===== src/rtl/usart_rx_param_if.sv =====
// usart_rx_param_if: serial-in / word-out bundle of the parametrised UART receiver.
//   rx_data     serial line into the receiver (idle high)
//   rx_data_o   last received word, LSB received first
//   rx_valid    one-cycle strobe marking a new rx_data_o
//   rx_busy     high while a frame is being received
//   frame_err   stop bit sampled low in the last frame
//   parity_err  parity mismatch in the last frame
// master: receiver side; slave: line driver / word consumer side.
`timescale 1ns/1ps
interface usart_rx_param_if #(
    parameter int unsigned DATA_BITS = 8
);
    logic                 rx_data;
    logic [DATA_BITS-1:0] rx_data_o;
    logic                 rx_valid;
    logic                 rx_busy;
    logic                 frame_err;
    logic                 parity_err;

    modport master (
        input  rx_data,
        output rx_data_o, rx_valid, rx_busy, frame_err, parity_err
    );

    modport slave (
        output rx_data,
        input  rx_data_o, rx_valid, rx_busy, frame_err, parity_err
    );
endinterface


===== src/rtl/usart_rx_param.sv =====
// usart_rx_param: parametrised UART receiver with 3-sample majority voting,
// false-start rejection and framing/parity error reporting.
//   clk    system clock
//   rst_n  asynchronous active-low reset
//   bus    usart_rx_param_if.master: rx_data in; rx_data_o, rx_valid,
//          rx_busy, frame_err, parity_err out (all registered)
// Optional feature: define USART_RX_PARITY_EN to expect one parity bit after
// the data (even, or odd when PARITY_ODD = 1). Without it parity_err is 0.
`timescale 1ns/1ps
module usart_rx_param #(
    parameter int unsigned CLK_DIV    = 434,
    parameter int unsigned DATA_BITS  = 8,
    parameter int unsigned STOP_BITS  = 1,
    parameter int unsigned PARITY_ODD = 0
) (
    input  logic              clk,
    input  logic              rst_n,
    usart_rx_param_if.master  bus
);

    localparam int unsigned HALF  = CLK_DIV / 2;
    localparam int unsigned CNT_W = $clog2(CLK_DIV);
    localparam int unsigned BIT_W = $clog2(DATA_BITS);

    localparam logic [CNT_W-1:0] CNT_LAST = CNT_W'(CLK_DIV - 1);
    localparam logic [CNT_W-1:0] CNT_S0   = CNT_W'(HALF - 1);
    localparam logic [CNT_W-1:0] CNT_S1   = CNT_W'(HALF);
    localparam logic [CNT_W-1:0] CNT_DEC  = CNT_W'(HALF + 1);
    localparam logic [BIT_W-1:0] BIT_LAST = BIT_W'(DATA_BITS - 1);
    localparam logic             STOP_LAST = 1'(STOP_BITS - 1);

    // Elaboration-time guard against unsupported parameter sets.
    if (CLK_DIV < 8 || DATA_BITS < 5 || DATA_BITS > 9 ||
        (STOP_BITS != 1 && STOP_BITS != 2) || PARITY_ODD > 1) begin : g_bad_cfg
        $error("usart_rx_param: illegal parameter set");
    end

`ifdef USART_RX_PARITY_EN
    localparam logic PAR_ODD = 1'(PARITY_ODD);
    typedef enum logic [2:0] {S_IDLE, S_START, S_DATA, S_PARITY, S_STOP} state_t;
`else
    typedef enum logic [1:0] {S_IDLE, S_START, S_DATA, S_STOP} state_t;
`endif

    state_t               state_q, state_d;
    logic [CNT_W-1:0]     cnt_q, cnt_d;
    logic [BIT_W-1:0]     bit_q, bit_d;
    logic                 stop_q, stop_d;
    logic                 samp_a_q, samp_a_d;
    logic                 samp_b_q, samp_b_d;
    logic [DATA_BITS-1:0] shift_q, shift_d;
    logic                 ferr_acc_q, ferr_acc_d;
    logic [DATA_BITS-1:0] data_q, data_d;
    logic                 valid_q, valid_d;
    logic                 busy_q, busy_d;
    logic                 ferr_q, ferr_d;
`ifdef USART_RX_PARITY_EN
    logic                 perr_acc_q, perr_acc_d;
    logic                 perr_q, perr_d;
`endif

    logic sync1_q, sync2_q, sync3_q;
    logic fall, at_last, at_dec, vote;

    // Two-FF synchronizer plus one history FF; reset high so the line reads idle.
    always_ff @(posedge clk or negedge rst_n) begin
        if (!rst_n) begin
            sync1_q <= 1'b1;
            sync2_q <= 1'b1;
            sync3_q <= 1'b1;
        end else begin
            sync1_q <= bus.rx_data;
            sync2_q <= sync1_q;
            sync3_q <= sync2_q;
        end
    end

    // State and datapath registers.
    always_ff @(posedge clk or negedge rst_n) begin
        if (!rst_n) begin
            state_q    <= S_IDLE;
            cnt_q      <= '0;
            bit_q      <= '0;
            stop_q     <= 1'b0;
            samp_a_q   <= 1'b1;
            samp_b_q   <= 1'b1;
            shift_q    <= '0;
            ferr_acc_q <= 1'b0;
            data_q     <= '0;
            valid_q    <= 1'b0;
            busy_q     <= 1'b0;
            ferr_q     <= 1'b0;
`ifdef USART_RX_PARITY_EN
            perr_acc_q <= 1'b0;
            perr_q     <= 1'b0;
`endif
        end else begin
            state_q    <= state_d;
            cnt_q      <= cnt_d;
            bit_q      <= bit_d;
            stop_q     <= stop_d;
            samp_a_q   <= samp_a_d;
            samp_b_q   <= samp_b_d;
            shift_q    <= shift_d;
            ferr_acc_q <= ferr_acc_d;
            data_q     <= data_d;
            valid_q    <= valid_d;
            busy_q     <= busy_d;
            ferr_q     <= ferr_d;
`ifdef USART_RX_PARITY_EN
            perr_acc_q <= perr_acc_d;
            perr_q     <= perr_d;
`endif
        end
    end

    assign fall    = sync3_q & ~sync2_q;
    assign at_last = (cnt_q == CNT_LAST);
    assign at_dec  = (cnt_q == CNT_DEC);
    // Majority of the samples at HALF-1, HALF and the live one at HALF+1.
    assign vote    = (samp_a_q & samp_b_q) | (samp_a_q & sync2_q) | (samp_b_q & sync2_q);

    // Next-state and output logic.
    always_comb begin
        state_d    = state_q;
        cnt_d      = cnt_q;
        bit_d      = bit_q;
        stop_d     = stop_q;
        samp_a_d   = samp_a_q;
        samp_b_d   = samp_b_q;
        shift_d    = shift_q;
        ferr_acc_d = ferr_acc_q;
        data_d     = data_q;
        valid_d    = 1'b0;
        busy_d     = busy_q;
        ferr_d     = ferr_q;
`ifdef USART_RX_PARITY_EN
        perr_acc_d = perr_acc_q;
        perr_d     = perr_q;
`endif

        // Bit-time counter and early vote samples run in every non-idle state.
        if (state_q != S_IDLE) begin
            cnt_d = at_last ? '0 : cnt_q + 1'b1;
            if (cnt_q == CNT_S0) samp_a_d = sync2_q;
            if (cnt_q == CNT_S1) samp_b_d = sync2_q;
        end

        case (state_q)
            S_IDLE: begin
                if (fall) begin
                    state_d    = S_START;
                    cnt_d      = '0;
                    bit_d      = '0;
                    stop_d     = 1'b0;
                    ferr_acc_d = 1'b0;
                    busy_d     = 1'b1;
`ifdef USART_RX_PARITY_EN
                    perr_acc_d = 1'b0;
`endif
                end
            end
            S_START: begin
                if (at_dec && vote) begin
                    // False start: the line was back high mid-bit.
                    state_d = S_IDLE;
                    cnt_d   = '0;
                    busy_d  = 1'b0;
                end else if (at_last) begin
                    state_d = S_DATA;
                end
            end
            S_DATA: begin
                if (at_dec) shift_d = {vote, shift_q[DATA_BITS-1:1]};
                if (at_last) begin
                    if (bit_q == BIT_LAST) begin
`ifdef USART_RX_PARITY_EN
                        state_d = S_PARITY;
`else
                        state_d = S_STOP;
`endif
                    end else begin
                        bit_d = bit_q + 1'b1;
                    end
                end
            end
`ifdef USART_RX_PARITY_EN
            S_PARITY: begin
                if (at_dec)  perr_acc_d = vote ^ (^shift_q) ^ PAR_ODD;
                if (at_last) state_d    = S_STOP;
            end
`endif
            S_STOP: begin
                if (at_dec && stop_q == STOP_LAST) begin
                    // Deliver at mid last stop bit so the next start edge is caught.
                    state_d = S_IDLE;
                    cnt_d   = '0;
                    busy_d  = 1'b0;
                    valid_d = 1'b1;
                    data_d  = shift_q;
                    ferr_d  = ferr_acc_q | ~vote;
`ifdef USART_RX_PARITY_EN
                    perr_d  = perr_acc_q;
`endif
                end else begin
                    if (at_dec && !vote) ferr_acc_d = 1'b1;
                    if (at_last)         stop_d     = 1'b1;
                end
            end
            default: begin
                state_d = S_IDLE;
                busy_d  = 1'b0;
            end
        endcase
    end

    assign bus.rx_data_o = data_q;
    assign bus.rx_valid  = valid_q;
    assign bus.rx_busy   = busy_q;
    assign bus.frame_err = ferr_q;
`ifdef USART_RX_PARITY_EN
    assign bus.parity_err = perr_q;
`else
    assign bus.parity_err = 1'b0;
`endif

endmodule


===== src/flat_wrapper.sv =====
// flat-port wrapper written by rule: the top's interface ports become plain ports
module usart_rx_param_flat 
#(
    parameter int unsigned CLK_DIV    = 434,
    parameter int unsigned DATA_BITS  = 8,
    parameter int unsigned STOP_BITS  = 1,
    parameter int unsigned PARITY_ODD = 0
)
  (clk, rst_n, bus_rx_data, bus_rx_data_o, bus_rx_valid, bus_rx_busy, bus_frame_err, bus_parity_err);
  usart_rx_param_if #(.DATA_BITS(DATA_BITS)) bus_i ();
  input  logic clk;
  input  logic rst_n;
  input wire logic [$bits(bus_i.rx_data)-1:0] bus_rx_data;
  output wire logic [$bits(bus_i.rx_data_o)-1:0] bus_rx_data_o;
  output wire logic [$bits(bus_i.rx_valid)-1:0] bus_rx_valid;
  output wire logic [$bits(bus_i.rx_busy)-1:0] bus_rx_busy;
  output wire logic [$bits(bus_i.frame_err)-1:0] bus_frame_err;
  output wire logic [$bits(bus_i.parity_err)-1:0] bus_parity_err;
  assign bus_i.rx_data = bus_rx_data;
  assign bus_rx_data_o = bus_i.rx_data_o;
  assign bus_rx_valid = bus_i.rx_valid;
  assign bus_rx_busy = bus_i.rx_busy;
  assign bus_frame_err = bus_i.frame_err;
  assign bus_parity_err = bus_i.parity_err;
  usart_rx_param #(.CLK_DIV(CLK_DIV), .DATA_BITS(DATA_BITS), .STOP_BITS(STOP_BITS), .PARITY_ODD(PARITY_ODD)) u_core (.clk(clk), .rst_n(rst_n), .bus(bus_i));
endmodule

===== config.mk =====
export PLATFORM = sky130hd
export DESIGN_NAME = usart_rx_param_flat
export DESIGN_NICKNAME = d
export VERILOG_FILES = /design/src/rtl/usart_rx_param_if.sv /design/src/rtl/usart_rx_param.sv /design/src/flat_wrapper.sv
export SDC_FILE = /design/constraint.sdc
export NUM_CORES = 1
export LEC_CHECK = 0
export ABC_CLOCK_PERIOD_IN_PS = 5820
export CELL_PAD_IN_SITES_DETAIL_PLACEMENT = 0
export CELL_PAD_IN_SITES_GLOBAL_PLACEMENT = 1
export CORE_MARGIN = 4
export CORE_UTILIZATION = 50
export CTS_CLUSTER_SIZE = 24
export DETAILED_ROUTE_END_ITERATION = 7
export PLACE_DENSITY_LB_ADDON = 0.1
export RECOVER_POWER = 50
export SLEW_MARGIN = 20
export SYNTH_ARGS = -nofsm -noshare
export SYNTH_HDL_FRONTEND = slang
export SYNTH_SLANG_ARGS = --single-unit

===== constraint.sdc =====
create_clock -name clk -period 5.82 [get_ports clk]
set_clock_uncertainty 0.15 [all_clocks]
set_input_delay 1.746 -clock clk [delete_from_list [all_inputs] [get_ports clk]]
set_output_delay 1.746 -clock clk [all_outputs]
set_load 0.005 [all_outputs]

==> flow_metrics.tcl, run 1 <==
set metrics [dict create \
    reg2reg_from "u_core.cnt_q[2]$_DFF_PN0_" \
    numCtsBuffers 5 \
    grt_pass1_vias 1258 \
    crit_type "reg2reg" \
    power_frac_seq_pct 51.4 \
    synth_top_area_share_pct 46.6 \
    max_cap_viol_count 2 \
    drv_slew 53 \
    total_power_w 0.000687 \
    p_switching_w 0.000197 \
    hpwl_um 2380 \
    grt_usage_pct 16.5 \
    swShare_pct 28.7 \
    numPortBuffers 13 \
    status "finished, violations left" \
    required_ns 5.86 \
    grt_start_max_net_pins 41 \
    synth_edf_count 0 \
    tightest_slew_ns 2.01 \
    synth_most_common_cell "dfrtp_1" \
    synthTopCellsByArea "dfrtp_1 (47%), mux2_2 (11%), dfstp_2 (7.0%), ha_1 (4.0%), nand2_1 (2.8%)" \
    htreeDepth 2 \
    hold_violations 0 \
    routabilityCongestion 0.824 \
    syn_area_um2 1880 \
    fin_crit_sh_pct 57.7 \
    failed_checks "capacitance limit, slew limit" \
    antenna_found_initial 0 \
    synth_top_area_cell "dfrtp_1" \
    viasPerCell 5.66 \
    clock_sinks 40 \
    ys_warn_count 0 \
    ff2ff_setup_slack_ns 2.46 \
    finalSetupViolations 0 \
    num_rows 22 \
    die_area_um2 4800 \
    fmax_ghz 0.298 \
    wirelength_um 3470 \
    hp-start "u_core.sync1_q$_DFF_PN1_" \
    rsz0062_at_grt "false" \
    syn_inst 157 \
    dr.first_iter.drc_count 174 \
    ys_seq_elements 40 \
    setup_tns_ns 0 \
    worstSetupStartpointType "flip-flop" \
    syn_area_per_cell_um2 12.0 \
    grt_overflow 0 \
    yosys-top-cells-count "dfrtp_1 (35), mux2_2 (18), nand2_1 (14)" \
    hp-class "reg2reg" \
    clockBufferDepth 2 \
    async_reset_ff_share_pct 100 \
    avgRoutedWirePerCell_um 15.7 \
    pin_count 15 \
    clock_latency_ns 0.30 \
    critPathLaunch "u_core.cnt_q[2]$_DFF_PN0_" \
    die_h_um 69.3 \
    ys.flop_type "dfrtp_1" \
    initial_utilization_pct 51.7 \
    ys_seq_area_share_pct 53.6 \
    synthDistinctLibCells 45 \
    crit_path_max_fanout 11 \
    synth.net_count 166 \
    n_antenna_cell 0 \
    grt_pass1_wl_um 6220 \
    die_x_um 69.3 \
    drcViolationCount 0 \
    crit_path_end_kind "flip-flop" \
    slew_headroom_pct -34.0 \
    crit_path_end "u_core.bus.rx_data_o[6]$_DFFE_PN0P_" \
    drtPass1Iterations 4 \
    root_buffer "clkbuf_8" \
    power_frac_clock_pct 34.8 \
    leakage_nw 0.973 \
    nets 181 \
    ctsHoldBuffers 0 \
    post_cts_resized 0 \
    cts_tree "yes" \
    clk_pin_slew_ns 0.08 \
    area_delta_synth_final_pct 13.3 \
    ir_drop_v 0.000148 \
    power.density_nw_per_um2 323 \
    r2r_cells 3 \
    internal_power_w 0.000490 \
    core_area_um2 3630 \
    crit_arrival_ns 3.40 \
    vias 1250 \
    power_frac_comb_pct 13.8 \
    finalCriticalPeriod_ns 3.36 \
    cts_setup_buffers 0 \
    drtAntennaViolNets 0 \
    drive_gt1_share_pct 20.2 \
    worstReg2RegEnd "u_core.bus.rx_data_o[6]$_DFFE_PN0P_" \
]
## state kept, by name (all words and copies together), names as in the netlist, named ones only
signal,flops
u_core.sync3_q,1
u_core.sync1_q,1
u_core.stop_q,1
u_core.samp_b_q,1
u_core.samp_a_q,1
u_core.sync2_q,1
u_core.state_q,1
u_core.shift_q,8
u_core.bus.rx_data_o,8
u_core.bus.rx_busy,1
u_core.bus.rx_valid,1
u_core.ferr_acc_q,1
u_core.bus.frame_err,1
u_core.bit_q,3
u_core.cnt_q,9
## placed cells by master, fill, tap and decap left out, types with 2 or more instances in the layout
cell type / instances
nor4b_1: 3
mux2i_1: 3
xnor2_1: 2
clkdlybuf4s50_1: 11
nand2_1: 14
nor3_1: 6
nand4_1: 4
nor2_1: 8
mux2_2: 18
xor2_1: 4
nand2b_1: 3
and3_1: 3
inv_1: 6
o21ai_0: 2
nand3_1: 4
ha_1: 6
clkbuf_8: 6
a21oi_1: 3
dfstp_2: 4
dfrtp_1: 35
## power by group through the flow
stage / Combinational, W / Clock, W / Sequential, W
2_1_floorplan: 0.0000810 / 0 / 0.000342
3_3_place_gp: 0.000100 / 0 / 0.000356
3_5_place_dp: 0.000103 / 0 / 0.000356
4_1_cts: 0.000104 / 0.000246 / 0.000353
5_1_grt: 0.000114 / 0.000259 / 0.000360
6_report: 0.0000948 / 0.000239 / 0.000354
## cell families (layout without fill, tap and decap cells)
family,Yosys count,in the layout,synth area share [%]
simple gates,57,57,18.0
flops,40,40,53.6
mux,21,21,12.4
compound gates,14,14,5.66
buf+inv,11,27,2.80
fa+ha+maj,7,7,4.53
xor+xnor,6,6,2.80
other cells,1,1,0.200
## final cells by class
| type | count | area (um2) |
|---|---|---|
| multi-input cells | 106 | 793 |
| repair buffers | 13 | 124 |
| fillers | 330 | 1510 |
| clock buffers | 6 | 82.6 |
| clock inverters | 2 | 38.8 |
| inverters | 6 | 22.5 |
| well taps | 48 | 60.1 |
| flip-flops and latches | 40 | 1010 |
## critical path, cell delays in order (launching register included)
cell     delay [ns]
dfrtp_1        0.46
or4b_1         0.60
nor4_1         1.59
mux2_2         0.45
## per-layer routing
| layer | part of all wire (%) | GRT usage (%) |
|---|---|---|
| met1 | 45 | 20.5 |
| met2 | 48 | 25.5 |
| met3 | 5.4 | 6.96 |
| met4 | 1.6 | 5.86 |
| met5 | 0 | 0 |
## how the worst min path moves through the flow
stage,to,depth (start not counted)
after floorplan,u_core.sync2_q$_DFF_PN1_,0
after global placement,u_core.sync2_q$_DFF_PN1_,0
after detailed placement,u_core.sync2_q$_DFF_PN1_,0
after CTS,u_core.sync2_q$_DFF_PN1_,0
after global routing,u_core.sync2_q$_DFF_PN1_,0
final,u_core.sync2_q$_DFF_PN1_,0
## stage by stage
step           util (%)  cell area (um2)  hold slack, ns  setup slack (ns)  std cells
3_3_place_gp       56.0             2030           0.197              3.10        213
5_1_grt            58.6             2130           0.222              2.04        221
3_5_place_dp       56.0             2030           0.203              3.09        213
6_report           58.6             2130           0.220              2.46        221
2_1_floorplan         -             1880           0.195              3.56        157
4_1_cts            59.3             2150           0.215              2.75        221
No activity file was read; power rests on OpenSTA's default activity.
==> inputs of run 2 (changes only) <==
--- a/config.mk
+++ b/config.mk
@@ -5,11 +5,11 @@
 export SDC_FILE = /design/constraint.sdc
 export NUM_CORES = 1
 export LEC_CHECK = 0
-export ABC_CLOCK_PERIOD_IN_PS = 5820
+export ABC_CLOCK_PERIOD_IN_PS = 3400
 export CELL_PAD_IN_SITES_DETAIL_PLACEMENT = 0
 export CELL_PAD_IN_SITES_GLOBAL_PLACEMENT = 1
 export CORE_MARGIN = 4
-export CORE_UTILIZATION = 50
+export CORE_UTILIZATION = 46
 export CTS_CLUSTER_SIZE = 24
 export DETAILED_ROUTE_END_ITERATION = 7
 export PLACE_DENSITY_LB_ADDON = 0.1
==> constraint.sdc (replaced) <==
create_clock -name clk -period 3.4 [get_ports clk]
set_clock_uncertainty 0.15 [all_clocks]
set_input_delay 1.02 -clock clk [delete_from_list [all_inputs] [get_ports clk]]
set_output_delay 1.02 -clock clk [all_outputs]
set_load 0.005 [all_outputs]
==> flow_metrics.tcl, run 2 (synthesis gave the netlist of run 1 again) <==
set metrics [dict create \
    crit_arrival_ns 2.43 \
    fmax_ghz 0.416 \
    post_cts_resized 0 \
    clock_sinks 40 \
    max_cap_viol_count 0 \
    viasPerCell 5.46 \
    initial_utilization_pct 49.4 \
    layout_commonest_cell "dfrtp_1" \
    grt_pass1_vias 1212 \
    drtAntennaViolNets 0 \
    die_h_um 71.9 \
    leakage_nw 0.983 \
    regMostFlops "u_core.cnt_q" \
    numPortBuffers 13 \
    area_delta_synth_final_pct 14.2 \
    dpl_cell_area_um2 2030 \
    stdcell_count 221 \
    num_rows 22 \
    ir_drop_v 0.000238 \
    clk_pin_slew_ns 0.08 \
    grt_pass1_wl_um 5850 \
    placed_cells 213 \
    crit_type "reg2reg" \
    antenna_found_initial 0 \
    tightest_slew_ns 0.844 \
    hp-start "u_core.sync1_q$_DFF_PN1_" \
    design_area_um2 2140 \
    power.density_nw_per_um2 541 \
    status "complete, no violations" \
    htreeDepth 2 \
    ctsHoldBuffers 0 \
    numCtsBuffers 5 \
    root_buffer "clkbuf_8" \
    die_x_um 71.9 \
    required_ns 3.42 \
    worstSetupStartpointType "flip-flop" \
    clockBufferDepth 2 \
    vias 1207 \
    cts_tree "yes" \
    hold_violations 0 \
    rsz0062_at_grt "false" \
    hp-class "reg2reg" \
    holdWs_ns 0.213 \
    reg2reg_from "u_core.cnt_q[2]$_DFF_PN0_" \
    n_antenna_cell 0 \
    drcViolationCount 0 \
    dr.first_iter.drc_count 75 \
    grt_overflow 0 \
    crit_path_max_fanout 11 \
    mostFrequentLayoutCells "dfrtp_1 (35), mux2_2 (18), nand2_1 (14)" \
    largest_reg_flops 9 \
    core_area_um2 3800 \
    wirelength_um 3350 \
    crit_path_end_kind "flip-flop" \
    critPathLaunch "u_core.cnt_q[2]$_DFF_PN0_" \
    drive_gt1_share_pct 22.5 \
    drtPass1Iterations 4 \
    cts_setup_buffers 0 \
    finalCriticalPeriod_ns 2.41 \
    routabilityCongestion 0.832 \
    grt_usage_pct 14.8 \
    fin_crit_sh_pct 70.8 \
    total_power_w 0.00116 \
    slew_headroom_pct 43.8 \
    nets 181 \
    avgRoutedWirePerCell_um 15.1 \
    hpwl_um 2420 \
    finalSetupViolations 0 \
    drv_slew 0 \
    setup_tns_ns 0 \
    pin_count 15 \
    die_area_um2 5170 \
    grt_start_max_net_pins 41 \
    clock_latency_ns 0.29 \
]
==> run 2: area by class of cell <==
class | count | area, um2
repair buffers | 13 | 125
multi-input cells | 106 | 818
clock inverters | 3 | 42.5
well taps | 48 | 60.1
clock buffers | 5 | 68.8
fillers | 333 | 1650
flip-flops and latches | 40 | 1010
inverters | 6 | 22.5
==> run 2: worst paths after layout <==
| path | endpoint | slack [ns] | cells after the start |
|---|---|---|---|
| setup / recovery | u_core.bus.rx_data_o[1]$_DFFE_PN0P_ | 0.99 | 3 |
| hold / removal | u_core.sync2_q$_DFF_PN1_ | 0.21 | 0 |
| setup reg to reg | u_core.bus.rx_data_o[1]$_DFFE_PN0P_ | 0.99 | 3 |
| hold reg to reg | u_core.sync2_q$_DFF_PN1_ | 0.21 | 0 |
| max in group asynchronous | u_core.cnt_q[2]$_DFF_PN0_ | 1.89 | 1 |
| min in group asynchronous | u_core.cnt_q[4]$_DFF_PN0_ | 0.68 | 1 |
==> run 2: stage by stage <==
stage,util [%],setup slack [ns]
CTS,56.5,0.964
floorplan,-,1.33
global placement,53.5,1.05
finish,56.5,0.994
global route,56.5,0.887
detailed placement,53.5,0.977
==> run 2: worst max-delay path, stage by stage (launching register included) <==
cell and delay, ns:
dfrtp_1 0.46, or4b_4 0.60, nor4_4 0.67, mux2_2 0.41
==> run 2: report_power, final <==
group | internal, W | switching, W | total [W]
combinational | 0.0000850 | 0.0000900 | 0.000175
sequential | 0.000522 | 0.0000818 | 0.000603
clock | 0.000217 | 0.000165 | 0.000382
total | 0.000824 | 0.000337 | 0.00116
==> run 2: layer usage <==
layer	up-vias	wire length [um]	share of wire [%]	track usage (%)
met2	14	1650	49	21.3
met3	6	101	3.0	6.79
li1	590	-	-	-
met4	0	47	1.4	4.80
met1	597	1550	46	19.7
met5	-	0	0	0
